--- src/rtl/common_pkg.sv ---
// Shared types and sizing for the CLIC dispatch slice.
package common_pkg;
  localparam int unsigned NrEntries    = 4;
  localparam int unsigned PrioWidth    = 3;
  localparam int unsigned IdxWidth     = $clog2(NrEntries);
  localparam int unsigned ThresholdIdx = NrEntries - 1;

  typedef logic [PrioWidth-1:0] Prio;
  typedef Prio [NrEntries-1:0]  PrioEntries;
  typedef logic [NrEntries-1:0] BitEntries;
  typedef logic [IdxWidth-1:0]  Index;

  typedef enum logic {
    IDLE = 1'b0,
    REQ  = 1'b1
  } dispatch_state_e;

  // Masks selecting the threshold slot in the per-source vectors.
  localparam BitEntries  ThrBit      = BitEntries'(1) << ThresholdIdx;
  localparam PrioEntries ThrPrioMask = PrioEntries'({PrioWidth{1'b1}}) << (ThresholdIdx * PrioWidth);
endpackage

--- src/rtl/clic_prio_stack.sv ---
// LIFO of saved thresholds; pop+push in one cycle overwrites the top in place.
module clic_prio_stack
  import common_pkg::*;
#(
  parameter  int unsigned DEPTH = 7,
  localparam int unsigned DW    = $clog2(DEPTH + 1)
) (
  input  logic          clk,
  input  logic          rst,
  input  logic          push,
  input  logic          pop,
  input  Prio           push_data,
  output Prio           top,
  output logic [DW-1:0] depth
);

  Prio           stack_q [DEPTH];
  logic [DW-1:0] depth_q, depth_d, wr_idx;

  always_comb begin
    depth_d = depth_q;
    if (push && !pop)      depth_d = depth_q + DW'(1);
    else if (pop && !push) depth_d = depth_q - DW'(1);
  end

  assign wr_idx = pop ? depth_q - DW'(1) : depth_q;
  assign top    = (depth_q == '0) ? '0 : stack_q[depth_q - DW'(1)];
  assign depth  = depth_q;

  always_ff @(posedge clk or posedge rst) begin
    if (rst) begin
      depth_q <= '0;
      for (int unsigned i = 0; i < DEPTH; i++) stack_q[i] <= '0;
    end else begin
      depth_q <= depth_d;
      if (push) stack_q[wr_idx] <= push_data;
    end
  end

  a_no_overflow: assert property (@(posedge clk) disable iff (rst)
    !(push && !pop && depth_q == DW'(DEPTH)));
  a_no_underflow: assert property (@(posedge clk) disable iff (rst)
    !(pop && depth_q == '0));

endmodule

--- src/rtl/clic_dispatch.sv ---
// Pending/threshold owner for can_clic; converts arbiter result into a req/ack handshake.
module clic_dispatch
  import common_pkg::*;
#(
  parameter  int unsigned STACK_DEPTH = 2**PrioWidth - 1,
  localparam int unsigned DepthW      = $clog2(STACK_DEPTH + 1)
) (
  input  logic              clk,
  input  logic              reset,
  input  PrioEntries        prio_cfg,
  input  BitEntries         enable_cfg,
  input  BitEntries         pend_set,
  input  logic              arb_is_interrupt,
  input  Index              arb_index,
  output PrioEntries        arb_entries,
  output BitEntries         arb_enable,
  output BitEntries         arb_pend,
  output logic              irq_req,
  output Index              irq_id,
  output Prio               irq_prio,
  input  logic              irq_ack,
  input  logic              irq_ret,
  output Prio               cur_threshold,
  output logic [DepthW-1:0] depth
);

  dispatch_state_e state_q, state_d;
  BitEntries       pend_q, pend_d, clr;
  logic            req_q, req_d;
  Index            id_q, id_d;
  Prio             prio_q, prio_d, thr_q, thr_d;
  Prio             stk_top, push_data;
  logic            push, pop;
  logic [DepthW-1:0] stk_depth;

  clic_prio_stack #(.DEPTH(STACK_DEPTH)) u_stack (
    .clk       (clk),
    .rst       (reset),
    .push      (push),
    .pop       (pop),
    .push_data (push_data),
    .top       (stk_top),
    .depth     (stk_depth)
  );

  assign arb_entries = (prio_cfg & ~ThrPrioMask) | (PrioEntries'(thr_q) << (ThresholdIdx * PrioWidth));
  assign arb_enable  = enable_cfg | ThrBit;
  assign arb_pend    = pend_q | ThrBit;

  assign pop       = irq_ret && (stk_depth != '0);
  // Tail-chain: the popped value goes straight back on, leaving the stack unchanged.
  assign push_data = pop ? stk_top : thr_q;

  always_comb begin
    state_d = state_q;
    req_d   = req_q;
    id_d    = id_q;
    prio_d  = prio_q;
    thr_d   = thr_q;
    clr     = '0;
    push    = 1'b0;
    if (pop) thr_d = stk_top;
    unique case (state_q)
      IDLE: begin
        if (arb_is_interrupt) begin
          id_d    = arb_index;
          prio_d  = prio_cfg[arb_index];
          req_d   = 1'b1;
          state_d = REQ;
        end
      end
      REQ: begin
        if (irq_ack) begin
          clr[id_q] = 1'b1;
          push      = 1'b1;
          thr_d     = prio_q;
          req_d     = 1'b0;
          state_d   = IDLE;
        end else if (!arb_is_interrupt) begin
          req_d   = 1'b0;
          state_d = IDLE;
        end else begin
          id_d   = arb_index;
          prio_d = prio_cfg[arb_index];
        end
      end
      default: state_d = IDLE;
    endcase
    pend_d = (pend_q & ~clr) | pend_set;
  end

  always_ff @(posedge clk or posedge reset) begin
    if (reset) begin
      state_q <= IDLE;
      pend_q  <= '0;
      req_q   <= 1'b0;
      id_q    <= '0;
      prio_q  <= '0;
      thr_q   <= '0;
    end else begin
      state_q <= state_d;
      pend_q  <= pend_d;
      req_q   <= req_d;
      id_q    <= id_d;
      prio_q  <= prio_d;
      thr_q   <= thr_d;
    end
  end

  assign irq_req       = req_q;
  assign irq_id        = id_q;
  assign irq_prio      = prio_q;
  assign cur_threshold = thr_q;
  assign depth         = stk_depth;

endmodule

--- config.mk ---
export PLATFORM = sky130hd
export DESIGN_NAME = clic_dispatch
export DESIGN_NICKNAME = d
export VERILOG_FILES = /design/src/rtl/common_pkg.sv /design/src/rtl/clic_prio_stack.sv /design/src/rtl/clic_dispatch.sv
export SDC_FILE = /design/constraint.sdc
export NUM_CORES = 1
export LEC_CHECK = 0
export CAP_MARGIN = 20
export CORE_MARGIN = 5
export CORE_UTILIZATION = 50
export CTS_BUF_LIST = sky130_fd_sc_hd__clkbuf_8
export DETAILED_ROUTE_END_ITERATION = 7
export HOLD_SLACK_MARGIN = 0.06
export PLACE_DENSITY = 0.81
export SETUP_SLACK_MARGIN = 0.3
export SYNTH_ARGS = -nofsm -noshare
export SYNTH_HDL_FRONTEND = slang
export SYNTH_SLANG_ARGS = --single-unit
--- constraint.sdc ---
create_clock -name clk -period 2.9 [get_ports clk]
set_input_delay 0.87 -clock clk [delete_from_list [all_inputs] [get_ports clk]]
set_output_delay 0.87 -clock clk [all_outputs]
set_load 0.01 [all_outputs]
==> results.json <==
{
  "end_kind": "output pin",
  "rows": 24,
  "syn_area_per_cell_sq_um": 12.97,
  "cp_top_family": "buffers and inverters",
  "cts_resized": 9,
  "wl_per_cell_um": 15.86,
  "die_x_um": 76.61,
  "grt_max_degree": 38,
  "hold_buffers": 0,
  "cpMaxStageDelayCell": "clkdlybuf4s50_1",
  "drtAntennaViolNets": 0,
  "clk_pin_slew_ps": 70,
  "layout_commonest_cell": "clkdlybuf4s50_1",
  "yosys_warnings": 0,
  "antenna_found_initial": 0,
  "p_leak_nw": 1.226,
  "worstPathCellList": "clkdlybuf4s50_1 -> dlygate4sd2_1",
  "root_buffer": "clkbuf_8",
  "required_ps": 2030,
  "fin_area_sq_um": 2733,
  "htreeDepth": 2,
  "drive_gt1_frac": 0.2952,
  "cp_data_arrival_time_ps": 1640,
  "nets": 240,
  "min_path_type": "flop to flop",
  "peakVddDrop_uv": 392.0,
  "ys_seq_area_frac": 0.4174,
  "syn_inst": 171,
  "clk_path_buf_depth": 2,
  "slowest_delay_ps": 490,
  "synthToLayoutAreaGrowth_pct": 23.18,
  "drc": 0,
  "placed_area_sq_um": 2628,
  "cts.sinks": 37,
  "crit_end": "arb_entries[0]",
  "hold_violations": 0,
  "gr-usage-all-layers": 0.1563,
  "num_antenna_cells": 0,
  "ff2ff_path_depth": 8,
  "place_congestion": 0.7728,
  "crit_path_start": "prio_cfg[0]",
  "drv_slew": 0,
  "die_h_um": 76.61,
  "worstSetupStartpointType": "primary input",
  "tightest_slew_ps": 507.9,
  "synth_cell_types": 42,
  "drtIter0Drc": 68,
  "setup_ws_ps": 390.7,
  "finalPower_w": 0.002685,
  "finalWirelength_um": 4156,
  "period_needed_ps": 2509,
  "firstDrtPassIters": 4,
  "grt_pass1_vias": 1548,
  "synth-seq-cells": 37,
  "mostFrequentLayoutCells": "clkdlybuf4s50_1 (39), dfrtp_1 (37), mux2_2 (18)",
  "fmax_mhz": 398.5,
  "finalSetupViolCount": 0,
  "fin_tns_setup_ps": 0,
  "clk_latency_ps": 290,
  "num_vias": 1383,
  "cts_made_buffers": 5,
  "reg2reg_slack_ps": 570,
  "dieArea_sq_um": 5869,
  "skew_ps": 3.368,
  "crit_buf_inv": 2,
  "path_depth": 2,
  "core_sq_um": 4324,
  "netlist_area_sq_um": 2218,
  "post_cts_buffers": 0,
  "rr_startpoint": "u_stack.depth[1]",
  "io_pins": 59,
  "dp.final_hpwl_um": 3283,
  "dpl_worst_slack_ps": 100.6,
  "initial_core_util": 0.5130,
  "maxCapViolations": 0,
  "viasPerCell": 5.279,
  "power_density_nw_per_um2": 982.5,
  "critPathMaxFanout": 2,
  "crit_type": "primary input to output pin",
  "grt_setup_unrepaired": "no",
  "fin_crit_sh": 0.8653,
  "grt_first_pass_wirelength_um": 7348,
  "run_status": "finished, final reports clean",
  "min-delay-start": "pend_q[2]",
  "overflow": 0,
  "cts_tree": "done",
  "reg2reg_to": "u_stack.stack_q[16]",
  "slew_headroom": 0.6614,
  "portBuffers": 48
}
[metal layers]
metal | wire [um] | GRT usage | vias up
met5 | 0 | 0 | -
met4 | 70 | 0.06993 | 0
met3 | 249 | 0.04374 | 7
met2 | 2122 | 0.2594 | 39
met1 | 1715 | 0.1875 | 668
li1 | - | - | 669
[synth_stat cells, drive strengths merged]
cell	number	area [sq um]
nor2	9	38.79
mux4	6	138.9
and2	1	6.260
nand2b	2	12.51
nand3	2	10.01
and4bb	1	12.51
conb	1	3.750
xnor2	2	17.52
nand3b	2	15.01
dfrtp	37	925.9
a21oi	1	5.000
inv	7	26.28
xor2	3	33.79
nor4	1	6.260
or3	1	6.260
buf	21	166.4
o22ai	2	12.51
a21o	2	15.01
o21ai	4	46.29
mux2i	4	56.30
clkbuf	1	3.750
a221oi	3	45.04
mux2	32	386.6
nand2	15	83.83
o31ai	5	78.82
ha	4	50.05
a31oi	1	6.260
o32ai	1	8.760
[flip-flops by register name, summed over array words and instances (netlist names)]
signal	count
irq_id	2
state_q	1
cur_threshold	3
u_stack.stack_q	21
irq_prio	3
pend_q	3
u_stack.depth	3
irq_req	1
[power by group]
| group | switching [W] | internal (W) |
|---|---|---|
| clock | 0.000177 | 0.000277 |
| sequential | 0.000141 | 0.000693 |
| combinational | 0.000702 | 0.000695 |
| total | 0.00102 | 0.00167 |
[metrics by stage]
| stage | hold WS [ps] | utilization | std cells |
|---|---|---|---|
| finish | 479.7 | 0.6319 | 262 |
| global route | 509.0 | 0.6319 | 262 |
| CTS | 484.9 | 0.6319 | 262 |
| detailed placement | 468.6 | 0.6076 | 254 |
| global placement | 461.5 | 0.6076 | 254 |
| floorplan | 455.8 | - | 172 |
[final cells by class]
cell class	count	area [sq um]
flip-flops and latches	37	925.9
inverters	7	26.28
well taps	52	65.06
fillers	351	1592
repair buffers	52	499.2
clock buffers	6	82.58
clock inverters	2	33.78
multi-input cells	106	1100
[how the worst min path moves through the flow]
stage                          end  slack (ps)  cells past startpoint
2_1_floorplan  u_stack.stack_q[12]         460                      1
3_3_place_gp             pend_q[2]         460                      1
3_5_place_dp             pend_q[2]         470                      1
4_1_cts                  pend_q[2]         480                      1
5_1_grt                  pend_q[2]         510                      1
6_report                 pend_q[2]         480                      1
[cell families after synthesis]
group | count (synthesis) | synth area share
mux | 42 | 0.2623
flops | 37 | 0.4174
simple gates | 34 | 0.08630
buf+inv | 29 | 0.08855
compound gates | 19 | 0.09813
xor+xnor | 5 | 0.02313
fa+ha+maj | 4 | 0.02256
other cells | 1 | 0.001690
Note: power is estimated with default switching activity, not from simulation.
